File: src/rtl/cpu_types_pkg.sv
// Shared CPU datapath types: word/register aliases plus the writeback-stage
// source select and FSM state encodings.
package cpu_types_pkg;

  localparam int WORD_W = 32;
  localparam int REG_W  = 5;

  typedef logic [WORD_W-1:0] word_t;
  typedef logic [REG_W-1:0]  regbits_t;

  // Writeback value source
  typedef enum logic [1:0] {
    ALU  = 2'd0,
    MEM  = 2'd1,
    LINK = 2'd2,
    LUI  = 2'd3
  } wb_src_t;

  // Writeback stage control states
  typedef enum logic [1:0] {
    IDLE     = 2'd0,
    WAIT_MEM = 2'd1,
    HALTED   = 2'd2
  } wb_state_t;

  // LUI places the 16-bit immediate in the upper half of the word
  localparam int LUI_SHIFT = 16;

endpackage

File: src/rtl/writeback_unit.sv
// Writeback stage: picks the register-file write value (ALU, load, link, LUI),
// stalls the datapath while a load waits for dhit, tracks halt and counts
// retired writebacks.
// Optional build macro WB_TIMEOUT_EN adds a load-wait timeout and the sticky
// wb_err output.
module writeback_unit
  import cpu_types_pkg::*;
#(
  parameter int TIMEOUT_CYCLES = 255,
  parameter int CNT_W          = 32
) (
  input  logic             CLK,
  input  logic             RST,
  input  logic             wb_valid,
  input  wb_src_t          wb_src,
  input  regbits_t         wb_rd,
  input  word_t            alu_res,
  input  word_t            pc_plus4,
  input  logic [15:0]      imm16,
  input  logic             dhit,
  input  word_t            dmemload,
  input  logic             halt,
  output logic             rf_wen,
  output regbits_t         rf_wsel,
  output word_t            rf_wdat,
  output logic             wb_stall,
  output logic             halted,
  output logic [CNT_W-1:0] wb_count
`ifdef WB_TIMEOUT_EN
  ,
  output logic             wb_err
`endif
);

  wb_state_t state, next_state;
  regbits_t  pending_rd, next_pending_rd;
  logic      halt_pend, next_halt_pend;
  logic      retire;
  regbits_t  wr_rd;
  word_t     wr_data;
  word_t     imm_value;

`ifdef WB_TIMEOUT_EN
  localparam int WAIT_W = $clog2(TIMEOUT_CYCLES + 1);
  logic [WAIT_W-1:0] wait_cnt;
  logic              enter_wait;
  logic              timeout;
`endif

  assign imm_value = word_t'(imm16) << LUI_SHIFT;

  // State, pending destination, latched halt and retire counter
  // NOTE: clocked state uses non-blocking (<=) so every register samples pre-edge values.
  always_ff @(posedge CLK or posedge RST) begin
    if (RST) begin
      state      <= IDLE;
      pending_rd <= '0;
      halt_pend  <= 1'b0;
      wb_count   <= '0;
    end else begin
      state      <= next_state;
      pending_rd <= next_pending_rd;
      halt_pend  <= next_halt_pend;
      if (retire) wb_count <= wb_count + CNT_W'(1);
    end
  end

  // Next-state, write selection and stall/halt outputs
  // NOTE: every signal gets a default first so no path leaves one unassigned (no latch).
  always_comb begin
    next_state      = state;
    next_pending_rd = pending_rd;
    next_halt_pend  = halt_pend;
    retire          = 1'b0;
    wr_rd           = '0;
    wr_data         = '0;
    wb_stall        = 1'b0;
    halted          = 1'b0;
`ifdef WB_TIMEOUT_EN
    enter_wait      = 1'b0;
    timeout         = 1'b0;
`endif

    case (state)
      IDLE: begin
        if (halt) next_state = HALTED;
        if (wb_valid) begin
          if (wb_src == MEM && !dhit) begin
            // Load miss: remember rd and any halt from the same instruction
            next_state      = WAIT_MEM;
            next_pending_rd = wb_rd;
            next_halt_pend  = halt;
            wb_stall        = 1'b1;
`ifdef WB_TIMEOUT_EN
            enter_wait      = 1'b1;
`endif
          end else begin
            retire = 1'b1;
            wr_rd  = wb_rd;
            unique case (wb_src)
              ALU:     wr_data = alu_res;
              MEM:     wr_data = dmemload;
              LINK:    wr_data = pc_plus4;
              LUI:     wr_data = imm_value;
              default: wr_data = '0;
            endcase
          end
        end
      end

      WAIT_MEM: begin
        wb_stall = 1'b1;
        if (halt) next_halt_pend = 1'b1;
        if (dhit) begin
          // Load returns; a dhit coinciding with the timeout still wins
          retire          = 1'b1;
          wr_rd           = pending_rd;
          wr_data         = dmemload;
          wb_stall        = 1'b0;
          next_state      = (halt_pend || halt) ? HALTED : IDLE;
          next_halt_pend  = 1'b0;
          next_pending_rd = '0;
        end
`ifdef WB_TIMEOUT_EN
        else if (wait_cnt == WAIT_W'(TIMEOUT_CYCLES - 1)) begin
          // Give up on the load: no write, leave the stall state
          timeout         = 1'b1;
          next_state      = (halt_pend || halt) ? HALTED : IDLE;
          next_halt_pend  = 1'b0;
          next_pending_rd = '0;
        end
`endif
      end

      HALTED: begin
        wb_stall = 1'b1;
        halted   = 1'b1;
      end

      default: next_state = IDLE;
    endcase

    // rd=0 retires without writing; idle select/data lines are held at zero
    rf_wen  = retire && (wr_rd != '0);
    rf_wsel = rf_wen ? wr_rd : '0;
    rf_wdat = rf_wen ? wr_data : '0;
  end

`ifdef WB_TIMEOUT_EN
  // Load-wait cycle counter and sticky timeout error
  always_ff @(posedge CLK or posedge RST) begin
    if (RST) begin
      wait_cnt <= '0;
      wb_err   <= 1'b0;
    end else begin
      if (enter_wait)            wait_cnt <= '0;
      else if (state == WAIT_MEM) wait_cnt <= wait_cnt + WAIT_W'(1);
      if (timeout) wb_err <= 1'b1;
    end
  end
`endif

endmodule

File: config.mk
export PLATFORM = sky130hd
export DESIGN_NAME = writeback_unit
export DESIGN_NICKNAME = d
export VERILOG_FILES = /design/src/rtl/cpu_types_pkg.sv /design/src/rtl/writeback_unit.sv
export SDC_FILE = /design/constraint.sdc
export NUM_CORES = 1
export LEC_CHECK = 0
export CORE_MARGIN = 1.5
export CORE_UTILIZATION = 37
export DETAILED_ROUTE_END_ITERATION = 8
export PLACE_DENSITY = 0.88
export SYNTH_ARGS = -nofsm -noshare
export SYNTH_HDL_FRONTEND = slang
export SYNTH_SLANG_ARGS = --single-unit
File: constraint.sdc
create_clock -name CLK -period 2.1 [get_ports CLK]
set_input_delay 0.21 -clock CLK [delete_from_list [all_inputs] [get_ports CLK]]
set_output_delay 0.21 -clock CLK [all_outputs]
set_load 0.01 [all_outputs]
-- After elaboration in Yosys (flattened, before gate mapping)
Cells that the tools add are included.
- bits in registers: 40
- bits of input ports: 124
- output and inout port bits: 72
- add/sub/neg operators: 1
- equality and inequality tests: 9
- mux-type cells: 35
- bitwise logic cells: 1
- reduce and logical (&&, ||, !) cells: 11
- operators with widths (cell ; number):
    two-way mux 32 bit ; 4
    case mux 32 bit (4 select lines) ; 1
    case mux 32 bit (2 select lines) ; 1
    two-way mux 5 bit ; 7
    adder 32 x 1 -> 32 bit, second input constant ; 1
    case mux 5 bit (2 select lines) ; 2
    two-way mux 1 bit ; 11
    two-way mux 2 bit ; 5
    AND reduction 4 bit ; 2
    equality test 2 bit, second input constant ; 3
    != test 2 bit, second input constant ; 3
    case mux 2 bit (3 select lines) ; 1
    nonzero test 5 bit ; 1
    equality test 2 x 1 -> 1 bit, second input constant ; 2
    logical NOT 2 bit ; 2
    case mux 1 bit (2 select lines) ; 2
    != test 3 bit, second input constant ; 1
    case mux 1 bit (3 select lines) ; 1
    logical AND 1 bit ; 2
    AND reduction 2 bit ; 1
    nonzero test 2 bit ; 1
    logical NOT 1 bit ; 1
    logical OR 1 bit ; 1
    NOT 1 bit ; 1

-- Depth between registers and ports, before layout
Gate-level depths: netlist (run 1).
- depth in word-level cells: 8
- gate-level depth with buffers: 9
- depth with buffers taken out: 5

-- Worst setup path before layout (run 1)
No wires, ideal clock.
- path kind: input -> output
- start point: input wb_src[1]
- end point: output rf_wdat[10]
- arrival time: 1586 ps
- data required time: 1890 ps
- setup slack: 304 ps
- cell stages on the path: 9
- path buffers: 4
- cell sequence: buf_2 -> or3b_4 -> and3_4 -> buf_6 -> nor2b_4 -> buf_6 -> buf_8 -> a22oi_2 -> nor2_1
- cells in the longest elaborated chain, start to end: 8
- elaborated cells between the ends (all ways): 18
- those cells by class: 3 x eq/ne; 11 x mux; 4 x reduce/logical
- RTL lines (item ; RTL line ; source):
    start: declaration ; writeback_unit.sv:15 ; input wb_src_t wb_src,
    equality test 2 x 1 -> 1 bit ; writeback_unit.sv:88, writeback_unit.sv:100 ;
    logical AND 1 bit ; writeback_unit.sv:88 ; if (wb_src == MEM && !dhit) begin
    two-way mux 5 bit ; writeback_unit.sv:88 ;
    two-way mux 5 bit ; writeback_unit.sv:87 ; if (wb_valid) begin
    case mux 5 bit (2 select lines) ; writeback_unit.sv:84 ; case (state)
    nonzero test 5 bit ; writeback_unit.sv:144 ; rf_wen = retire && (wr_rd != '0);
    logical AND 1 bit ; writeback_unit.sv:144 ;
    two-way mux 32 bit (*) ; writeback_unit.sv:146 ; rf_wdat = rf_wen ? wr_data : '0;
    end: declaration ; writeback_unit.sv:25 ; output word_t rf_wdat,
Mark *: on every way between the ends. The rest lies on a longest branch, timed or not.

-- Worst setup path in the final report (run 1)
- start point: register pending_rd[4]
- end point: output rf_wdat[30]
- cells in the longest elaborated chain, start to end: 5
- RTL lines (item ; RTL line ; source):
    start: declaration ; writeback_unit.sv:36 ; regbits_t pending_rd, next_pending_rd;
    start signal: assignment ; writeback_unit.sv:62 ; pending_rd <= next_pending_rd;
    two-way mux 5 bit ; writeback_unit.sv:114 ; if (dhit) begin
    case mux 5 bit (2 select lines) ; writeback_unit.sv:84 ;
    nonzero test 5 bit ; writeback_unit.sv:144 ;
    logical AND 1 bit ; writeback_unit.sv:144 ;
    two-way mux 32 bit ; writeback_unit.sv:146 ;
No other way between the ends.

==> metrics.md, run 1 <==
| Metric | Value |
|---|---|
| Cell family with most CP delay | simple AND/OR/NAND/NOR gates |
| R2R cell count | 9 |
| RSZ-0062 raised after global routing | true |
| Slew Limit Headroom | 0.660 |
| Status | finished with violations |
| Detailed Routing Iterations Pass 1 | 4 |
| Area Growth Syn to Fin | 78.0% |
| LEAKAGE | 2.34 nW |
| Startpoint Class | flip-flop |
| Buffer depth of the longest clock path | 2 |
| Dpl ws | -545 ps |
| Ys flop type | dfrtp_1 |
| Die H | 94.2 µm |
| Number of warnings issued by yosys | 0 |
| Final ANT Viol Nets | 0 |
| Via count of the first global-routing pass | 3503 |
| Netlist cell types | 46 |
| Critical-path top delay cell | or4_1 |
| I/O Buffers | 195 |
| DRC violations left | 0 |
| FF+latch count, synth | 40 |
| DR vias/cell | 5.39 |
| CP Capture Type | output pin |
| Final period util | 1.02 |
| Highest-count cells in the layout ignoring fill and taps | clkdlybuf4s50_1 (153), dfrtp_1 (40), buf_4 (38) |
| TritonCTS clock tree | yes |
| Design area | 5480 µm² |
| Syn_nets | 422 |
| Max stage delay on crit path | 510 ps |
| Pin count of the biggest net entering global routing | 41 |
| Clock skew | 11.2 ps |
| HP Class | in -> async |
| Final HPWL DP | 8810 µm |
| Violated checks | setup timing |
| Via count | 3414 |
| Clock Sinks | 40 |
| Hold Buf Count CTS | 0 |
| Flop-to-flop setup slack | 190 ps |
| Fmax | 466 MHz |
| Slew Viols, Final | 0 |
| Clock Pin Slew Worst Setup and Hold Paths | 80 ps |
| Synth top area cells | dfrtp_1 (33%), mux4_2 (12%), a22oi_1 (6.6%) |
| Asr flop ratio synth | 1.00 |
| Mapped Area | 3080 µm² |
| IR drop worst, VDD | 0.446 mV |
| Antenna cell count | 0 |
| Final design utilization | 0.673 |
| Final Hold Vio Count | 0 |
| Max-cap violation count | 0 |
| Routed WL | 11800 µm |
| Avg Cell Area, Syn | 10.4 µm² |
| Nets@finish | 652 |
| DRT iter0 DRCs | 200 |
| Critical R2R Launch | state[0] |
| Initial antenna violation count | 0 |
| Cell Rows | 33 |
| Global route overflow | 0 |
| Mapped Cells | 297 |
| Number of synthesized flops with an enable pin | 0 |
| Actual slew at the worst max-slew pin | 511 ps |
| Tmin final | 2140 ps |
| RePlAce Congestion | 0.862 |
| PD cells | 324 nW/µm² |
| Worst Setup Path Type | reg -> out |
| Stages on the worst setup path | 6 |
| Setup violations, final | 33 |
| # H-tree levels | 2 |
| Global-route usage over all layers | 0.249 |
| Sequential share of the synthesized area | 0.325 |
| CP required | 1890 ps |
| CP arrival | 1930 ps |
| CTS Buf Count | 5 |
| Core area | 8130 µm² |
| Die width | 94.2 µm |
| Yosys top cell area share | 0.325 |
| DIE AREA | 8870 µm² |
| Yosys top cell by area | dfrtp_1 |
| Buf/Inv on CP | 2 |
| Worst skew pair latency | 290 ps |
| Placed Area | 5310 µm² |
| Starting density of the core | 0.378 |
| Clock root buffer | clkbuf_8 |
| Most common cell after layout, fill and taps aside | clkdlybuf4s50_1 |
| First-pass GRT wire length | 17300 µm |
| Layout cells sized above 1 | 0.297 |
| Worst r2r dst | wb_count[20] |
| Final setup margin | -43.8 ps |
| WL/cell | 18.6 µm |
| Crit Path Max Fanout | 6 |
| Cell chain of the critical path | or4_1, o21ai_1, and2_4, clkbuf_16, nor2_1, buf_2 |
| IO Count | 196 |
## power breakdown
group          internal, mW  switching, mW  leakage [nW]  total, mW
clock network         0.262          0.268        0.0510      0.530
registers             0.780         0.0120         0.525      0.792
logic                 0.317          0.137          1.76      0.454
total                  1.36          0.417          2.34       1.78
## cell families (layout without fill, tap and decap cells)
| logic type | count (synthesis) | count (layout) | synth area share |
|---|---|---|---|
| flip-flops | 40 | 40 | 0.325 |
| buffers and inverters | 24 | 255 | 0.0521 |
| multiplexers | 33 | 33 | 0.179 |
| AND/OR/NAND/NOR | 109 | 109 | 0.198 |
| adder cells (fa/ha/maj) | 1 | 1 | 0.00407 |
| AO/OA/AOI/OAI | 59 | 59 | 0.153 |
| XOR/XNOR | 31 | 31 | 0.0882 |
## final cells by class
| class | instances | area (µm²) |
|---|---|---|
| Fill cell | 622 | 2660 |
| Timing Repair Buffer | 244 | 2260 |
| Multi-Input combinational cell | 233 | 1980 |
| Sequential cell | 40 | 1000 |
| Tap cell | 105 | 131 |
| Clock buffer | 6 | 82.6 |
| Inverter | 3 | 11.3 |
| Clock inverter | 2 | 10.0 |
## stage by stage
| stage | hold WS, ps | setup TNS [ps] | cells | total power, mW |
|---|---|---|---|---|
| CTS | 344 | -89.7 | 630 | 1.80 |
| detailed placement | 467 | -16350 | 611 | 1.25 |
| finish | 331 | -581 | 633 | 1.78 |
| floorplan | 288 | 0 | 297 | 0.948 |
| global route | 390 | -2890 | 633 | 1.85 |
| global placement | 465 | -14780 | 611 | 1.24 |
## sequential cells by signal, indices dropped and copies added, names as in the netlist
name,count
wb_count,32
state,2
halt_pend,1
pending_rd,5
## worst min-delay path, delay by kind of cell
family   cells  cell delay, ps
buf+inv      3             870
## synthesized netlist by cell type, drive strengths merged, types with 5 or more instances
cell type	instances
clkbuf	5
dfrtp	40
o21ai	10
nor3	5
xnor2	21
nand3	9
mux2	17
a22o	5
buf	16
xor2	10
nand2	19
mux4	16
nand4	7
nor2	39
a22oi	37
and3	8
## how the worst max path moves through the flow
stage                       start          end
finish              pending_rd[4]  rf_wdat[30]
global route        pending_rd[4]  rf_wdat[24]
floorplan               wb_src[1]  rf_wdat[10]
CTS                 pending_rd[4]  rf_wdat[24]
detailed placement      wb_src[0]   rf_wdat[0]
global placement        wb_src[0]   rf_wdat[0]
## layer usage
metal  wire length (µm)  vias to the layer above  GRT usage
met3               1010                       34     0.0655
li1                   -                     1562          -
met1               4370                     1653      0.282
met4                388                        0     0.0833
met5                  0                        -          0
met2               6030                      165      0.448
## repair_timing
action                     4_1_cts  5_1_grt
setup endpoints to repair       39       28
buffers inserted                10        1
pin swaps                        3        7
cloned                           2        2
gates resized for setup        150       12
No activity file was read; power rests on OpenSTA's default activity.
==> inputs of run 2 (changes only) <==
--- a/config.mk
+++ b/config.mk
@@ -8,7 +8,9 @@
 export CORE_MARGIN = 1.5
 export CORE_UTILIZATION = 37
 export DETAILED_ROUTE_END_ITERATION = 8
-export PLACE_DENSITY = 0.88
+export PLACE_DENSITY = 0.78
+export SETUP_SLACK_MARGIN = 0.5
+export SKIP_LAST_GASP = 1
 export SYNTH_ARGS = -nofsm -noshare
 export SYNTH_HDL_FRONTEND = slang
 export SYNTH_SLANG_ARGS = --single-unit
==> run 2 against run 1 <==
Net effect: non-clock buffer count is 32 higher; sequential cell count is the same; sequential share of layout area shrank 2.6 points; critical path type unchanged; sequential power is essentially flat; power grew 7.6%; hold slack better by 0.76 ps; clock skew is 3.9 ps lower; fmax down 3.9%; design area is 17% higher; setup slack got worse by 88 ps; the flow still finishes with violations (setup timing); register-to-register slack about the same; clock-buffer cell count is the same.
==> metrics.md, run 2 (synthesis gave the netlist of run 1 again) <==
| Metric | Value |
|---|---|
| Max stage delay on crit path | 530 ps |
| DR vias/cell | 5.29 |
| Tmin final | 2230 ps |
| Via count | 3516 |
| DIE AREA | 8870 µm² |
| CP required | 1890 ps |
| DRC violations left | 0 |
| RePlAce Congestion | 0.808 |
| Placed insts | 627 |
| Fill cells | 522 |
| Cell Rows | 33 |
| Global route overflow | 0 |
| HP Class | in -> async |
| Max-cap violation count | 0 |
| Via count of the first global-routing pass | 3598 |
| IO Count | 196 |
| Final ANT Viol Nets | 0 |
| Post-Layout Cell Count | 665 |
| Area Growth Syn to Fin | 108% |
| Final Hold Vio Count | 0 |
| First-pass GRT wire length | 18000 µm |
| Actual slew at the worst max-slew pin | 515 ps |
| Final HPWL DP | 8620 µm |
| Design area | 6400 µm² |
| Startpoint Class | flip-flop |
| Hold Buf Count CTS | 0 |
| Clock Pin Slew Worst Setup and Hold Paths | 80 ps |
| RSZ-0062 raised after global routing | true |
| Starting density of the core | 0.378 |
| Setup violations, final | 33 |
| Clock root buffer | clkbuf_8 |
| Most common cell after layout, fill and taps aside | clkdlybuf4s50_1 |
| Clock Sinks | 40 |
| TritonCTS clock tree | yes |
| Max FFs per register | 32 |
| CTS Buf Count | 5 |
| Fmax | 448 MHz |
| Layout cells sized above 1 | 0.473 |
| CP arrival | 2020 ps |
| Final setup margin | -131 ps |
| Placed Area | 5640 µm² |
| Slew Viols, Final | 0 |
| Worst skew pair latency | 300 ps |
| Violated checks | setup timing |
| Die H | 94.2 µm |
| Die width | 94.2 µm |
| Worst Setup Path Type | reg -> out |
| Stages on the worst setup path | 7 |
| CP Capture Type | output pin |
| Largest registers | wb_count: 32 flops, pending_rd: 5 flops, state: 2 flops |
| LEAKAGE | 2.61 nW |
| Initial antenna violation count | 0 |
| Antenna cell count | 0 |
| Slew Limit Headroom | 0.657 |
| Final period util | 1.06 |
| Status | finished with violations |
| Core area | 8130 µm² |
| Nets@finish | 684 |
| I/O Buffers | 195 |
| Buf/Inv on CP | 3 |
| PD cells | 298 nW/µm² |
| Detailed Routing Iterations Pass 1 | 4 |
| Largest register by flop count | wb_count |
| Pin count of the biggest net entering global routing | 41 |
| Buffer depth of the longest clock path | 2 |
| Clock skew | 7.27 ps |
| Crit Path Max Fanout | 6 |
| Cell family with most CP delay | simple AND/OR/NAND/NOR gates |
| DRT iter0 DRCs | 125 |
| WL/cell | 18.5 µm |
| Most frequent cell on the critical path | buf_12 |
| Highest-count cells in the layout ignoring fill and taps | clkdlybuf4s50_1 (152), buf_4 (55), buf_6 (43) |
| Global-route usage over all layers | 0.259 |
| Cell chain of the critical path | or4_4, o21ai_2, and2_4, buf_12, buf_12, nor2_1, buf_2 |
| Critical-path top delay cell | or4_4 |
| R2R cell count | 9 |
| IR drop worst, VDD | 0.431 mV |
| # H-tree levels | 2 |
| Routed WL | 12300 µm |
-- run 2: cell count changes in the layout (fill, tap and decap cells not counted), moves of 11 or more --
cell     change
nor2_1      -32
a22oi_1     -11
a22oi_2     +11
nor2_4      +29
buf_4       +17
buf_6       +39
buf_2       -19
-- run 2: metal layers --
metal  vias to the layer above  share of wire  GRT usage
met1                      1757           0.40      0.330
met4                         0          0.018     0.0759
li1                       1626              -          -
met3                        17          0.062     0.0461
met5                         -              0          0
met2                       116           0.52      0.445
-- run 2: what timing repair did --
action	CTS	global route
gates cloned	2	0
gates resized for setup	251	35
buffers inserted	16	12
pin swaps	25	21
setup endpoints to repair	66	71
-- run 2: tightest hold or removal path: stages --
cell             delay, ps
clkdlybuf4s50_1        390
inv_1                   50
buf_4                  430
-- run 2: worst paths after layout --
path | slack, ps | startpoint | to
worst min-delay path | 330 | RST | wb_count[31]
max in group asynchronous | 1390 | RST | wb_count[17]
worst max register to register | 180 | state[0] | wb_count[25]
worst max-delay path | -130 | pending_rd[1] | rf_wdat[1]
worst min register to register | 470 | wb_count[31] | wb_count[31]
min in group CLK | 350 | dhit | state[0]
-- run 2: report_power, final --
part	internal [mW]	leakage [nW]	switching, mW
logic	0.337	2.03	0.142
registers	0.780	0.524	0.0130
clock network	0.353	0.0552	0.286
total	1.47	2.61	0.441
-- run 2: metrics by stage --
stage                     utilization  setup TNS (ps)  power [mW]  hold WS, ps  worst slack (ps)
after floorplan                     -               0       0.953          288               315
after global placement          0.693          -15020        1.26          462              -495
after detailed placement        0.693          -17210        1.27          473              -571
after CTS                       0.758           -2990        1.90          334              -120
after global routing            0.787           -5330        1.98          350              -212
final                           0.787           -2970        1.91          331              -131
-- run 2: cell type report --
type	instances	area (µm²)	share of cell area
clock buffers	6	72.6	0.0113
clock inverters	2	35.0	0.00547
inverters	3	16.3	0.00254
multi-input cells	233	2430	0.379
flip-flops and latches	40	1000	0.157
well taps	105	131	0.0205
repair buffers	276	2720	0.425
